===== src/rtl/pipe_hazard_ctrl.sv =====
// ============================================================================
// pipe_hazard_ctrl
// ----------------------------------------------------------------------------
// Hazard, forwarding and stall controller for a 5-stage pipelined CPU.
// It sits beside the IF/ID, ID/EX, EX/MEM and MEM/WB pipeline registers and
// drives their load-enable, bubble, hold and flush controls. It also drives
// the EX-stage operand forwarding mux selects.
//
// Functions:
//   - Operand forwarding from EX/MEM (first priority) and MEM/WB. Register 0
//     is never forwarded.
//   - Load-use stall: one cycle with PC and IF/ID frozen and a bubble pushed
//     into ID/EX.
//   - Multi-cycle EX sequencer (IDLE/BUSY). It keeps a multi-cycle op in EX
//     for MULTI_LAT cycles by holding ID/EX and bubbling EX/MEM.
//   - Taken-branch squash of IF/ID, ID/EX and EX/MEM. This has the highest
//     priority and aborts any multi-cycle sequence.
//   - Saturating stall and flush performance counters.
//
// Parameters:
//   ADDR_W     register address width
//   MULTI_LAT  total EX occupancy of a multi-cycle op, in cycles (>= 2)
//   CNT_W      performance counter width
//
// Ports:
//   clk_i, rst_i                     clock, synchronous active-high reset
//   id_rs_addr_i, id_rt_addr_i       source registers of the ID instruction
//   id_uses_rs_i, id_uses_rt_i       ID instruction really reads rs / rt
//   ex_rs_addr_i, ex_rt_addr_i       source registers held in ID/EX
//   ex_wr_addr_i                     EX destination register
//   ex_reg_write_i, ex_mem_read_i,
//   ex_multi_i                       EX control bits
//   mem_wr_addr_i, mem_reg_write_i   EX/MEM destination and write enable
//   wb_wr_addr_i, wb_reg_write_i     MEM/WB destination and write enable
//   branch_taken_i                   branch resolved taken in MEM
//   fwd_src1_o, fwd_src2_o           00 reg file, 01 EX/MEM, 10 MEM/WB
//   pc_write_o, ifid_write_o         PC and IF/ID load enables
//   idex_bubble_o, idex_hold_o       ID/EX bubble / keep-contents
//   exmem_bubble_o                   EX/MEM bubble
//   ifid_flush_o, idex_flush_o,
//   exmem_flush_o                    stage squash
//   busy_o, ex_done_o                sequencer in BUSY / op completes now
//   stall_cnt_o, flush_cnt_o         saturating performance counters
// ============================================================================
module pipe_hazard_ctrl #(
    parameter int ADDR_W    = 5,
    parameter int MULTI_LAT = 4,
    parameter int CNT_W     = 16
) (
    input  logic              clk_i,
    input  logic              rst_i,
    input  logic [ADDR_W-1:0] id_rs_addr_i,
    input  logic [ADDR_W-1:0] id_rt_addr_i,
    input  logic              id_uses_rs_i,
    input  logic              id_uses_rt_i,
    input  logic [ADDR_W-1:0] ex_rs_addr_i,
    input  logic [ADDR_W-1:0] ex_rt_addr_i,
    input  logic [ADDR_W-1:0] ex_wr_addr_i,
    input  logic              ex_reg_write_i,
    input  logic              ex_mem_read_i,
    input  logic              ex_multi_i,
    input  logic [ADDR_W-1:0] mem_wr_addr_i,
    input  logic              mem_reg_write_i,
    input  logic [ADDR_W-1:0] wb_wr_addr_i,
    input  logic              wb_reg_write_i,
    input  logic              branch_taken_i,
    output logic [1:0]        fwd_src1_o,
    output logic [1:0]        fwd_src2_o,
    output logic              pc_write_o,
    output logic              ifid_write_o,
    output logic              idex_bubble_o,
    output logic              idex_hold_o,
    output logic              exmem_bubble_o,
    output logic              ifid_flush_o,
    output logic              idex_flush_o,
    output logic              exmem_flush_o,
    output logic              busy_o,
    output logic              ex_done_o,
    output logic [CNT_W-1:0]  stall_cnt_o,
    output logic [CNT_W-1:0]  flush_cnt_o
);

    // The sequencer counts the stall cycles still to come after the
    // first one. MULTI_LAT = 2 loads zero and releases in the BUSY cycle.
    localparam int              SEQ_W    = (MULTI_LAT > 2) ? $clog2(MULTI_LAT) : 1;
    localparam logic [SEQ_W-1:0] SEQ_LOAD = SEQ_W'(MULTI_LAT - 2);

    typedef enum logic [1:0] {
        FWD_RF    = 2'b00,
        FWD_EXMEM = 2'b01,
        FWD_MEMWB = 2'b10
    } fwd_sel_t;

    typedef enum logic {
        ST_IDLE = 1'b0,
        ST_BUSY = 1'b1
    } seq_state_t;

    seq_state_t       r_state;
    logic [SEQ_W-1:0] r_cnt;
    logic [CNT_W-1:0] r_stall_cnt;
    logic [CNT_W-1:0] r_flush_cnt;

    fwd_sel_t w_fwd1;
    fwd_sel_t w_fwd2;
    logic     w_mem_fwd_ok;
    logic     w_wb_fwd_ok;
    logic     w_load_use;
    logic     w_multi_stall;
    logic     w_seq_release;
    logic     w_pc_write;
    logic     w_ifid_write;
    logic     w_idex_bubble;
    logic     w_idex_hold;
    logic     w_exmem_bubble;
    logic     w_flush;
    logic     w_ex_done;

    // ------------------------------------------------------------------
    // Forwarding. A stage may forward only if it writes a register other
    // than r0. The younger EX/MEM result wins over MEM/WB.
    // ------------------------------------------------------------------
    assign w_mem_fwd_ok = mem_reg_write_i && (mem_wr_addr_i != '0);
    assign w_wb_fwd_ok  = wb_reg_write_i  && (wb_wr_addr_i  != '0);

    // NOTE: every signal assigned in always_comb gets a default first, so
    // no path leaves it unassigned and no latch is inferred.
    always_comb begin
        w_fwd1 = FWD_RF;
        if (w_mem_fwd_ok && (mem_wr_addr_i == ex_rs_addr_i)) begin
            w_fwd1 = FWD_EXMEM;
        end else if (w_wb_fwd_ok && (wb_wr_addr_i == ex_rs_addr_i)) begin
            w_fwd1 = FWD_MEMWB;
        end

        w_fwd2 = FWD_RF;
        if (w_mem_fwd_ok && (mem_wr_addr_i == ex_rt_addr_i)) begin
            w_fwd2 = FWD_EXMEM;
        end else if (w_wb_fwd_ok && (wb_wr_addr_i == ex_rt_addr_i)) begin
            w_fwd2 = FWD_MEMWB;
        end
    end

    // ------------------------------------------------------------------
    // Hazard detection
    // ------------------------------------------------------------------
    // A load in EX whose result the ID instruction needs cannot be
    // forwarded in time. Operands the instruction does not read are
    // ignored.
    assign w_load_use = ex_mem_read_i && ex_reg_write_i && (ex_wr_addr_i != '0) &&
                        ((id_uses_rs_i && (ex_wr_addr_i == id_rs_addr_i)) ||
                         (id_uses_rt_i && (ex_wr_addr_i == id_rt_addr_i)));

    // The first cycle of a multi-cycle op stalls while the FSM is still
    // IDLE. The final BUSY cycle (cnt == 0) lets the pipeline advance.
    assign w_multi_stall = ((r_state == ST_IDLE) && ex_multi_i) ||
                           ((r_state == ST_BUSY) && (r_cnt != '0));
    assign w_seq_release = (r_state == ST_BUSY) && (r_cnt == '0);

    // ------------------------------------------------------------------
    // Pipeline controls. Priority: reset, then branch, then multi-cycle,
    // then load-use.
    // ------------------------------------------------------------------
    always_comb begin
        w_pc_write     = 1'b1;
        w_ifid_write   = 1'b1;
        w_idex_bubble  = 1'b0;
        w_idex_hold    = 1'b0;
        w_exmem_bubble = 1'b0;
        w_flush        = 1'b0;
        w_ex_done      = 1'b0;

        if (rst_i) begin
            // The pipeline runs freely while in reset.
        end else if (branch_taken_i) begin
            // The op in EX is on the wrong path, so it never completes.
            w_flush = 1'b1;
        end else if (w_multi_stall) begin
            w_pc_write     = 1'b0;
            w_ifid_write   = 1'b0;
            w_idex_hold    = 1'b1;
            w_exmem_bubble = 1'b1;
        end else begin
            w_ex_done = w_seq_release;
            if (w_load_use) begin
                w_pc_write    = 1'b0;
                w_ifid_write  = 1'b0;
                w_idex_bubble = 1'b1;
            end
        end
    end

    // ------------------------------------------------------------------
    // Sequencer and performance counters
    // ------------------------------------------------------------------
    // NOTE: state is written with non-blocking assignments only, and reset
    // is sampled on the clock edge, so the reset is synchronous.
    always_ff @(posedge clk_i) begin
        if (rst_i) begin
            r_state     <= ST_IDLE;
            r_cnt       <= '0;
            r_stall_cnt <= '0;
            r_flush_cnt <= '0;
        end else begin
            if (branch_taken_i) begin
                r_state <= ST_IDLE;
                r_cnt   <= '0;
            end else begin
                case (r_state)
                    ST_IDLE: begin
                        if (ex_multi_i) begin
                            r_state <= ST_BUSY;
                            r_cnt   <= SEQ_LOAD;
                        end
                    end
                    ST_BUSY: begin
                        if (r_cnt != '0) begin
                            r_cnt <= r_cnt - SEQ_W'(1);
                        end else begin
                            r_state <= ST_IDLE;
                        end
                    end
                    default: begin
                        r_state <= ST_IDLE;
                        r_cnt   <= '0;
                    end
                endcase
            end

            if (!w_pc_write && (r_stall_cnt != '1)) begin
                r_stall_cnt <= r_stall_cnt + CNT_W'(1);
            end
            if (branch_taken_i && (r_flush_cnt != '1)) begin
                r_flush_cnt <= r_flush_cnt + CNT_W'(1);
            end
        end
    end

    // ------------------------------------------------------------------
    // Outputs
    // ------------------------------------------------------------------
    assign fwd_src1_o     = rst_i ? FWD_RF : w_fwd1;
    assign fwd_src2_o     = rst_i ? FWD_RF : w_fwd2;
    assign pc_write_o     = w_pc_write;
    assign ifid_write_o   = w_ifid_write;
    assign idex_bubble_o  = w_idex_bubble;
    assign idex_hold_o    = w_idex_hold;
    assign exmem_bubble_o = w_exmem_bubble;
    assign ifid_flush_o   = w_flush;
    assign idex_flush_o   = w_flush;
    assign exmem_flush_o  = w_flush;
    assign busy_o         = !rst_i && (r_state == ST_BUSY);
    assign ex_done_o      = w_ex_done;
    assign stall_cnt_o    = r_stall_cnt;
    assign flush_cnt_o    = r_flush_cnt;

endmodule


===== config.mk =====
export PLATFORM = sky130hd
export DESIGN_NAME = pipe_hazard_ctrl
export DESIGN_NICKNAME = d
export VERILOG_FILES = /design/src/rtl/pipe_hazard_ctrl.sv
export SDC_FILE = /design/constraint.sdc
export NUM_CORES = 1
export LEC_CHECK = 0
export ABC_AREA = 0
export BUFFER_PORTS_ARGS = -buffer_cell sky130_fd_sc_hd__buf_4
export CAP_MARGIN = 20
export CORE_ASPECT_RATIO = 0.9
export CORE_UTILIZATION = 52
export DETAILED_ROUTE_END_ITERATION = 6
export GPL_ROUTABILITY_DRIVEN = 0
export PLACE_DENSITY = 0.83
export SETUP_SLACK_MARGIN = 0.1
export SYNTH_ARGS = -nofsm -noshare
export SYNTH_HDL_FRONTEND = slang
export SYNTH_SLANG_ARGS = --single-unit
export TNS_END_PERCENT = 10

===== constraint.sdc =====
create_clock -name clk_i -period 5.23 [get_ports clk_i]
set_clock_uncertainty 0.1 [all_clocks]
set_input_delay 0.523 -clock clk_i [delete_from_list [all_inputs] [get_ports clk_i]]
set_output_delay 0.523 -clock clk_i [all_outputs]
set_load 0.1 [all_outputs]

==> run summary, run 1 <==
The leakage power of the design came out at approximately 1.2 nW. The top-area cell type share of the netlist area came out at 31.1%. The die boundary width came out at slightly above 70 microns.

The area used by multi-input combinational logic is about 1400 sq um. A synthesized cell averages roughly 8.4 sq um. The startpoint type of the worst setup path is an input pin. In this run the critical register-to-register path is launched from r_cnt[0].

The worst endpoint required time is about 4.6 ns. Along the worst path, the maximum fanout reaches 40. The total negative slack for setup checks is 0 ns. The worst-skew pair later-pin latency came out at about 0.28 ns.

The share of the clock period used by the worst path is between 50% and 60%. Summed over all nets, the switching power comes to around 0.00018 W. In this run, synthesis produced a sequential element count of 35.

The endpoint arrival time on the critical path came out at ~2.3 ns. The post-layout net count is between 400 and 500. The H-tree was split into 2 levels.

The via count of the first global-routing pass is around 2000. Hold repair after CTS inserted 0 buffers. The endpoint kind of the worst setup timing path is a primary output. The number of vias per cell is about 5.6. Dividing total power by cell area gives a power density of around 200 nW/um^2.

On the critical path, the stage with the largest delay is an instance of sky130_fd_sc_hd__or4_1. The largest net degree at the start of global routing is 41. The critical path goes through buf_4, inv_1, o211ai_1, or4_1, nor4_1, buf_4. The final setup violation count came out at 0. The half-perimeter wire length of the detailed placement result came out at approximately 4200 microns. The switching power share of the total came out at a little under a third.

The cell count after synthesis came out at 270. The part of the power in the clock network is a little under a third. The maximum vdd ir drop came out at approximately 0.14 mV. Setup repair after global routing left no endpoint under its margin. The clock tree buffer depth came out at 2.

Summed over all instances, the cell type with the most area after synthesis is sky130_fd_sc_hd__dfxtp_1. Compared with the post-synthesis result, the final layout area differs by 32.6%. Pin placement for this block handled 91 I/O pins. The number of setup buffers added after CTS is 0. The final cell count without fillers is approximately 400.

The total vias in the final route is ~2200. The area of the core is around 4100 sq um. Synthesis produced a netlist with a net count of approximately 320.

The die height is 64.5 microns. The cell area after synthesis came out at 2260 sq um. The startpoint identified for the worst hold timing path is stall_cnt_o[8]. The remaining antenna violation count after routing is 0. The delay of the slowest cell on the worst path is approximately 0.54 ns. The flow ran to the end, and the final reports show no timing, DRC or antenna violations. The most frequent cell on the critical path is sky130_fd_sc_hd__buf_4.

The count of cell types in the netlist came out at between 40 and 50. In this run the core area contains 22 standard-cell rows. The number of antenna violations at the first check in global routing came out at 0. The number of filler cells placed in the layout came out at about 350.

The overall routed net length is approximately 5400 microns. Global routing used between 20% and 30% of the available tracks across all layers. The clock drives 35 sinks. TritonCTS built the clock tree. Registers take ~700 sq um. The max-cap violation count came out at 0. The utilization of the core after routing came out at 72.4%.

Combinational logic is responsible for 22.2% of the overall power. The number of hold-slack violations in the final timing report came out at 0. The min-delay analysis places its worst path in the category flip-flop to flip-flop. The clock-pin slew of the registers on the worst-case setup and hold paths is roughly 0.070 ns. The tightest slew margin relative to the limit is around 70%.

By area the synthesized netlist is led by sky130_fd_sc_hd__dfxtp_1 (31%), sky130_fd_sc_hd__xnor2_1 (11%), sky130_fd_sc_hd__nand3_1 (5.5%). Once the floorplan was initialized, standard cells occupied ~55% of the core. The clock root buffer is sky130_fd_sc_hd__clkbuf_8.

The transition time of the tightest slew-check pin is about 0.46 ns. The total CTS buffers is 5. The critical path is of the input pin to primary output type.

After detailed routing, the number of remaining DRC violations is 0. The sequential power share is a little under half. The number of placed instances with taps included is ~390. The sequential cell area fraction in the yosys report is a little under a third. The number of gates given a new drive strength after cts is 0. The quantity of I/O buffers inserted on ports came out at 90. Internal power comes to 0.000413 W. For the finished layout, the period the worst path requires is around 3 ns. The die covers between 4000 and 5000 sq um. The total overflow left after global routing is 0.

Tracing the worst setup path back leads to its startpoint at rst_i. In this run, the number of DRC markers left after iteration 0 of detailed routing was about 160. The first detailed-routing pass took 5 iterations. The global-route wire length before repair came out at 8940 microns.

The yosys synthesis warning count came out at 0. The average wire per cell in the routed design is between 10 and 15 microns. The highest clock rate is 342 MHz.

The antenna diode count is 0. The count of pins over their slew limit is 0. Cells with a size suffix above 1 make up between 30% and 40% of the layout.
-- cell type report --
cell class,instances,share of cell area [%]
Sequential cell,35,23.4
Tap cell,48,2.01
Inverter,8,1.00
Multi-Input combinational cell,212,48.0
Clock buffer,7,2.55
Timing Repair Buffer,91,22.8
Clock inverter,1,0.167
-- cell usage in the layout (no fill, tap or decap), types with 2 or more instances in the layout --
master / instances
sky130_fd_sc_hd__or4_1: 10
sky130_fd_sc_hd__mux2_2: 2
sky130_fd_sc_hd__or3_1: 4
sky130_fd_sc_hd__o31ai_1: 3
sky130_fd_sc_hd__nand4_1: 4
sky130_fd_sc_hd__clkbuf_8: 5
sky130_fd_sc_hd__buf_4: 91
sky130_fd_sc_hd__or2_2: 2
sky130_fd_sc_hd__and3_1: 5
sky130_fd_sc_hd__nor3_1: 10
sky130_fd_sc_hd__a21oi_1: 9
sky130_fd_sc_hd__o21ai_0: 4
sky130_fd_sc_hd__o311ai_0: 7
sky130_fd_sc_hd__xor2_1: 12
sky130_fd_sc_hd__xnor2_1: 29
sky130_fd_sc_hd__and4_1: 2
sky130_fd_sc_hd__clkbuf_1: 2
sky130_fd_sc_hd__nor4b_1: 3
sky130_fd_sc_hd__and3_4: 4
sky130_fd_sc_hd__nand2_1: 12
sky130_fd_sc_hd__o41ai_1: 6
sky130_fd_sc_hd__nand3_1: 25
sky130_fd_sc_hd__mux2i_1: 3
sky130_fd_sc_hd__dfxtp_1: 35
sky130_fd_sc_hd__o211ai_1: 2
sky130_fd_sc_hd__nor4_1: 5
sky130_fd_sc_hd__nor2b_1: 4
sky130_fd_sc_hd__ha_1: 3
sky130_fd_sc_hd__inv_1: 8
sky130_fd_sc_hd__nor2_1: 28
-- cell families (layout without fill, tap and decap cells) --
group / Yosys count / in the layout / share of synthesized area (%)
and+or+nand+nor: 124 / 124 / 30.8
muxes: 6 / 6 / 2.83
DFF: 35 / 35 / 31.1
xor gates and xnor gates: 41 / 41 / 15.9
adders and majority gates: 3 / 3 / 1.66
buffers and inverters: 23 / 107 / 5.32
AOI/OAI and AO/OA: 38 / 38 / 12.4
-- per-stage QoR --
stage | setup slack, ns | hold slack, ns | total power (W) | instance area (sq um)
2_1_floorplan | 0.228 | 0.379 | 0.000363 | 2260
3_3_place_gp | 2.33 | 0.392 | 0.000408 | 2910
3_5_place_dp | 2.30 | 0.406 | 0.000411 | 2910
4_1_cts | 2.31 | 0.416 | 0.000599 | 2990
5_1_grt | 2.08 | 0.440 | 0.000620 | 2990
6_report | 2.30 | 0.412 | 0.000593 | 2990
-- flip-flops by register name, indices dropped and copies added, names as in the netlist --
name / cells
flush_cnt_o: 16
r_cnt: 2
r_state: 1
stall_cnt_o: 16
-- layer usage --
metal  routed length [microns]  GRT usage (%)
met1                      2510           30.6
met2                      2680           42.3
met3                       223           4.20
met4                        16           5.25
met5                         0              0
-- path summary, 6_finish.rpt --
check	depth (start not counted)	end	slack [ns]
max	6	fwd_src1_o[1]	2.30
min	2	stall_cnt_o[8]	0.41
max reg2reg	9	stall_cnt_o[15]	2.73
min reg2reg	2	stall_cnt_o[8]	0.41
-- cells in the mapped netlist, drive strengths merged --
cell type  count
a31oi          1
dfxtp         35
o21ai          5
and4           3
a21oi         10
mux2i          3
nor4b          3
buf           12
nor2b          4
nor3          10
xor2          12
nor2          28
o211ai         2
nand4          4
nand2         12
ha             3
or3            4
or4b           1
and3           9
nand3         25
nor3b          1
and2b          1
a21o           1
clkbuf         3
o41ai          6
or2            2
o31ai          4
nor4           6
mux2           3
o311ai         7
or4           10
a2111oi        1
o22ai          1
xnor2         29
nand2b         1
inv            8
-- power groups by stage --
stage	registers, W	logic (W)	clock network [W]
after floorplan	0.000295	0.0000684	0
after global placement	0.000279	0.000129	0
after detailed placement	0.000279	0.000132	0
after CTS	0.000273	0.000133	0.000193
after global routing	0.000273	0.000141	0.000206
final	0.000273	0.000132	0.000188
-- critical path: cells and delay by family --
family	cells	cell delay (ns)
buffers and inverters	3	0.85
AND/OR/NAND/NOR	2	0.78
AO/OA/AOI/OAI	1	0.15
Note: power is estimated with default switching activity, not from simulation.
==> inputs of run 2 (changes only) <==
- ABC_AREA: 0 -> 1
- CORE_UTILIZATION: 52 -> 45
- PLACE_DENSITY: 0.83 -> 0.74
- clock period: 5.23 -> 2.65 ns (I/O delays scaled with it)
==> run 2 against run 1 <==
  * Critical path depth rose by 3
  * Hold slack got worse by 0.27 ns
  * Sequential share of layout area fell by 2.6 points
  * Non-clock buffer count fell by 1
  * Die area rose by 29%
  * First-iteration DRC count fell by 5.8%
  * Final cell count rose by 36%
  * Cell area rose by 13%
  * Via count rose by 23%
  * Wire length rose by 19%
  * Clock-buffer cell count fell by 2
==> run summary, run 2 <==
The run finished with clean final reports. The clock tree buffer depth is 2 (unchanged). The net count after synthesis came out at 440 (+38%).

The total vias in the final route came out at 2771 (+23%). The share of the clock period used by the worst path came out at approximately 80%. The antenna diode count is 0 (unchanged). The number of filler cells placed in the layout came out at 484 (+39%).

Setup repair after global routing left no endpoint under its margin. The number of vias per cell came out at 5.08 (-9.2%). The worst endpoint required time came out at 2.29 ns (-2.32 ns). The tightest slew margin relative to the limit came out at 75.2% (+6.4 points). The share of post-route cells with drive strength above 1 is 28.2% (-2.6 points). Yosys instantiated no cell more often than sky130_fd_sc_hd__nand2_1. The final critical delay including setup and external delays came out at between 2 and 2.5 ns. The mean post-synth cell area was 6.49 sq um (-22%). The area occupied by registers came out at 703 sq um (+0.36%). The number of levels the H-tree was split into is 2 (unchanged). The cell count after synthesis is 392 (+45%). The area enclosed by the die boundary was 5960 sq um (+29%). The clock-pin slew of the registers on the worst-case setup and hold paths is 0.08 ns (about the same).

The proportion of register bits with asynchronous set or reset after synthesis is 0% (unchanged). The post-place instance area is 3280 sq um (+13%). The number of DRC markers after the initial detailed-route iteration came out at 147 (-5.8%). The transition time of the tightest slew-check pin is 0.368 ns (-0.0962 ns). The yosys synthesis warning count is 0 (unchanged). The area used by multi-input combinational logic came out at 1630 sq um (+13%).

The root buffer cell chosen for the clock tree is sky130_fd_sc_hd__clkbuf_8. The length of the first detailed-routing pass in iterations is 4 (-1). The endpoint arrival time on the critical path is 1.75 ns (-0.55 ns).

The sink count of the clock tree came out at 35 (unchanged). The final setup violation count is 0 (unchanged). In the layout the commonest cells are sky130_fd_sc_hd__nand2_1 (99), sky130_fd_sc_hd__buf_4 (90), sky130_fd_sc_hd__nor2_1 (44). The number of gates given a new drive strength after cts is 0 (unchanged). The overall routed net length came to 6470 microns (+19%). The leakage power of the design came to 1.47 nW (+23%). The half-perimeter wire length of the detailed placement result is 5040 microns (+21%). The clock tree from TritonCTS is yes.

The top-area cell type share of the netlist area came out at 27.5% (-3.5 points). The via count of the first global-routing pass came out at 2520 (+23%). The power density over the cells was 364 nW/um^2 (+84%).

The die boundary width was 81.3 microns (+14%). The worst slack on hold paths came out at 0.142 ns (-0.271 ns). The max-cap violation count is 0 (unchanged). The cell area after layout came out at 3370 sq um (+13%).

The largest net degree at the start of global routing came out at 32 (-22%). The sequential cell area fraction in the yosys report is 27.5% (-3.5 points). The endpoint kind of the worst setup timing path is a primary output. The hold buffer count at CTS came out at 0 (unchanged). sky130_fd_sc_hd__dfxtp_1 takes more of the synthesized area than any other cell. The area of the core came out at 5350 sq um (+30%).

The library cell used most frequently in the layout, excluding fill and tap cells, is sky130_fd_sc_hd__nand2_1. The number of placement rows is 25 (+14%). The number of ports placed on the die boundary was 91 (unchanged). The count of cell types in the netlist came out at 35 (-24%).

The die height is 73.3 microns (+14%). The post-CTS repair timing setup buffer count came out at 0 (unchanged). The number of hold-slack violations in the final timing report came out at 0 (unchanged). The total global routing overflow came out at 0 (unchanged). The highest clock rate is roughly 470 MHz. The category of the most critical setup path is flip-flop to primary output.

The total CTS buffers is 5 (unchanged). In the post-synthesis netlist, the biggest area contributors are sky130_fd_sc_hd__dfxtp_1 (28%), sky130_fd_sc_hd__nand2_1 (15%), sky130_fd_sc_hd__xor2_1 (9.0%). The startpoint type of the worst setup path is a flip-flop. The average wire per cell in the routed design came to 11.8 microns (-12%).

The cell area after synthesis was 2540 sq um (+13%). The global-route wire length before repair is 10900 microns (+21%). The path type of the worst min-delay path is input pin to flip-flop. The quantity of I/O buffers inserted on ports came to 90 (unchanged). Among all flip-flop cells after synthesis, the most frequent one is sky130_fd_sc_hd__dfxtp_1. The maximum fanout along the worst path is 19 (-53%).

The count of pins over their slew limit is 0 (unchanged). The global routing usage summed across all routing layers came out at 23.3% (-0.69 points). The worst-skew pair later-pin latency came out at 0.30 ns (+0.02 ns).

In the synthesized netlist, the cells that appear most often are sky130_fd_sc_hd__nand2_1 (100), sky130_fd_sc_hd__nor2_1 (44), sky130_fd_sc_hd__inv_1 (37). The starting density of the core came out at 47.6% (-7.1 points). The post-layout net count is 526 (+31%).

The area added between synthesis and finish came out at 32.4%. The maximum vdd ir drop was 0.307 mV (+120%). The number of antenna violations at the first check in global routing is 0 (unchanged). The remaining design rule violation count is 0 (unchanged). The count of flip-flops with a built-in enable after synthesis is 0 (unchanged).

The remaining antenna violation count after routing was 0 (unchanged). The flip-flop and latch count after synthesis came out at 35 (unchanged).
run 2: cell count changes in the layout (fill, tap and decap cells not counted), moves of 7 or more:
cell,change
sky130_fd_sc_hd__o311ai_0,-7
sky130_fd_sc_hd__nand2_1,+87
sky130_fd_sc_hd__inv_1,+26
sky130_fd_sc_hd__or4_1,-10
sky130_fd_sc_hd__inv_2,+12
sky130_fd_sc_hd__nand3_1,+10
sky130_fd_sc_hd__xnor2_1,-16
sky130_fd_sc_hd__xor2_1,+14
sky130_fd_sc_hd__a21oi_1,+16
sky130_fd_sc_hd__nor2_1,+16
run 2: path summary, 6_finish.rpt:
| path | startpoint | to | slack [ns] | cells past startpoint |
|---|---|---|---|---|
| setup / recovery | r_cnt[0] | pc_write_o | 0.54 | 9 |
| hold / removal | ex_multi_i | r_state | 0.14 | 3 |
| setup reg to reg | stall_cnt_o[0] | stall_cnt_o[6] | 0.66 | 9 |
| hold reg to reg | flush_cnt_o[6] | flush_cnt_o[6] | 0.40 | 2 |
run 2: logic make-up after synthesis:
group / synth area share (%)
AO/OA/AOI/OAI: 8.85
adder cells (fa/ha/maj): 1.48
flip-flops: 27.5
AND/OR/NAND/NOR: 38.8
buffers and inverters: 9.94
XOR/XNOR: 13.4
run 2: layout make-up:
cell class | instances | area share, %
clock inverters | 3 | 0.706
repair buffers | 90 | 20.1
well taps | 67 | 2.49
multi-input cells | 298 | 48.3
flip-flops and latches | 35 | 20.9
inverters | 48 | 5.53
clock buffers | 5 | 2.04
run 2: power breakdown:
group / switching [W] / internal [W]
sequential: 0.00000741 / 0.000532
clock: 0.000221 / 0.000188
combinational: 0.000181 / 0.0000970
run 2: layer usage:
metal  vias up  share of wire, %  wire length (microns)  GRT usage (%)
li1       1429                 -                      -              -
met1      1254                47                   3060           29.4
met2        84                47                   3010           39.4
met3         4               5.7                    369           6.71
met4         0              0.46                     30           4.96
met5         -                 0                      0              0
run 2: through the flow:
step | TNS, ns | power (W) | util, % | std cells | worst slack [ns]
after floorplan | -0.0608 | 0.000737 | - | 392 | -0.0416
after CTS | 0 | 0.00124 | 63.0 | 546 | 0.516
final | 0 | 0.00123 | 63.0 | 546 | 0.539
after detailed placement | 0 | 0.000830 | 61.2 | 538 | 0.648
after global routing | 0 | 0.00128 | 63.0 | 546 | 0.439
after global placement | 0 | 0.000826 | 61.2 | 538 | 0.684
run 2: worst max-delay path: stages, from the launching register on:
cell and delay (ns):
sky130_fd_sc_hd__dfxtp_2 0.33, sky130_fd_sc_hd__inv_2 0.05, sky130_fd_sc_hd__ha_4 0.15, sky130_fd_sc_hd__nand2_4 0.07, sky130_fd_sc_hd__o21ai_4 0.07, sky130_fd_sc_hd__nor2_4 0.16
sky130_fd_sc_hd__inv_2 0.06, sky130_fd_sc_hd__nand2_4 0.19, sky130_fd_sc_hd__clkinvlp_4 0.13, sky130_fd_sc_hd__buf_4 0.24
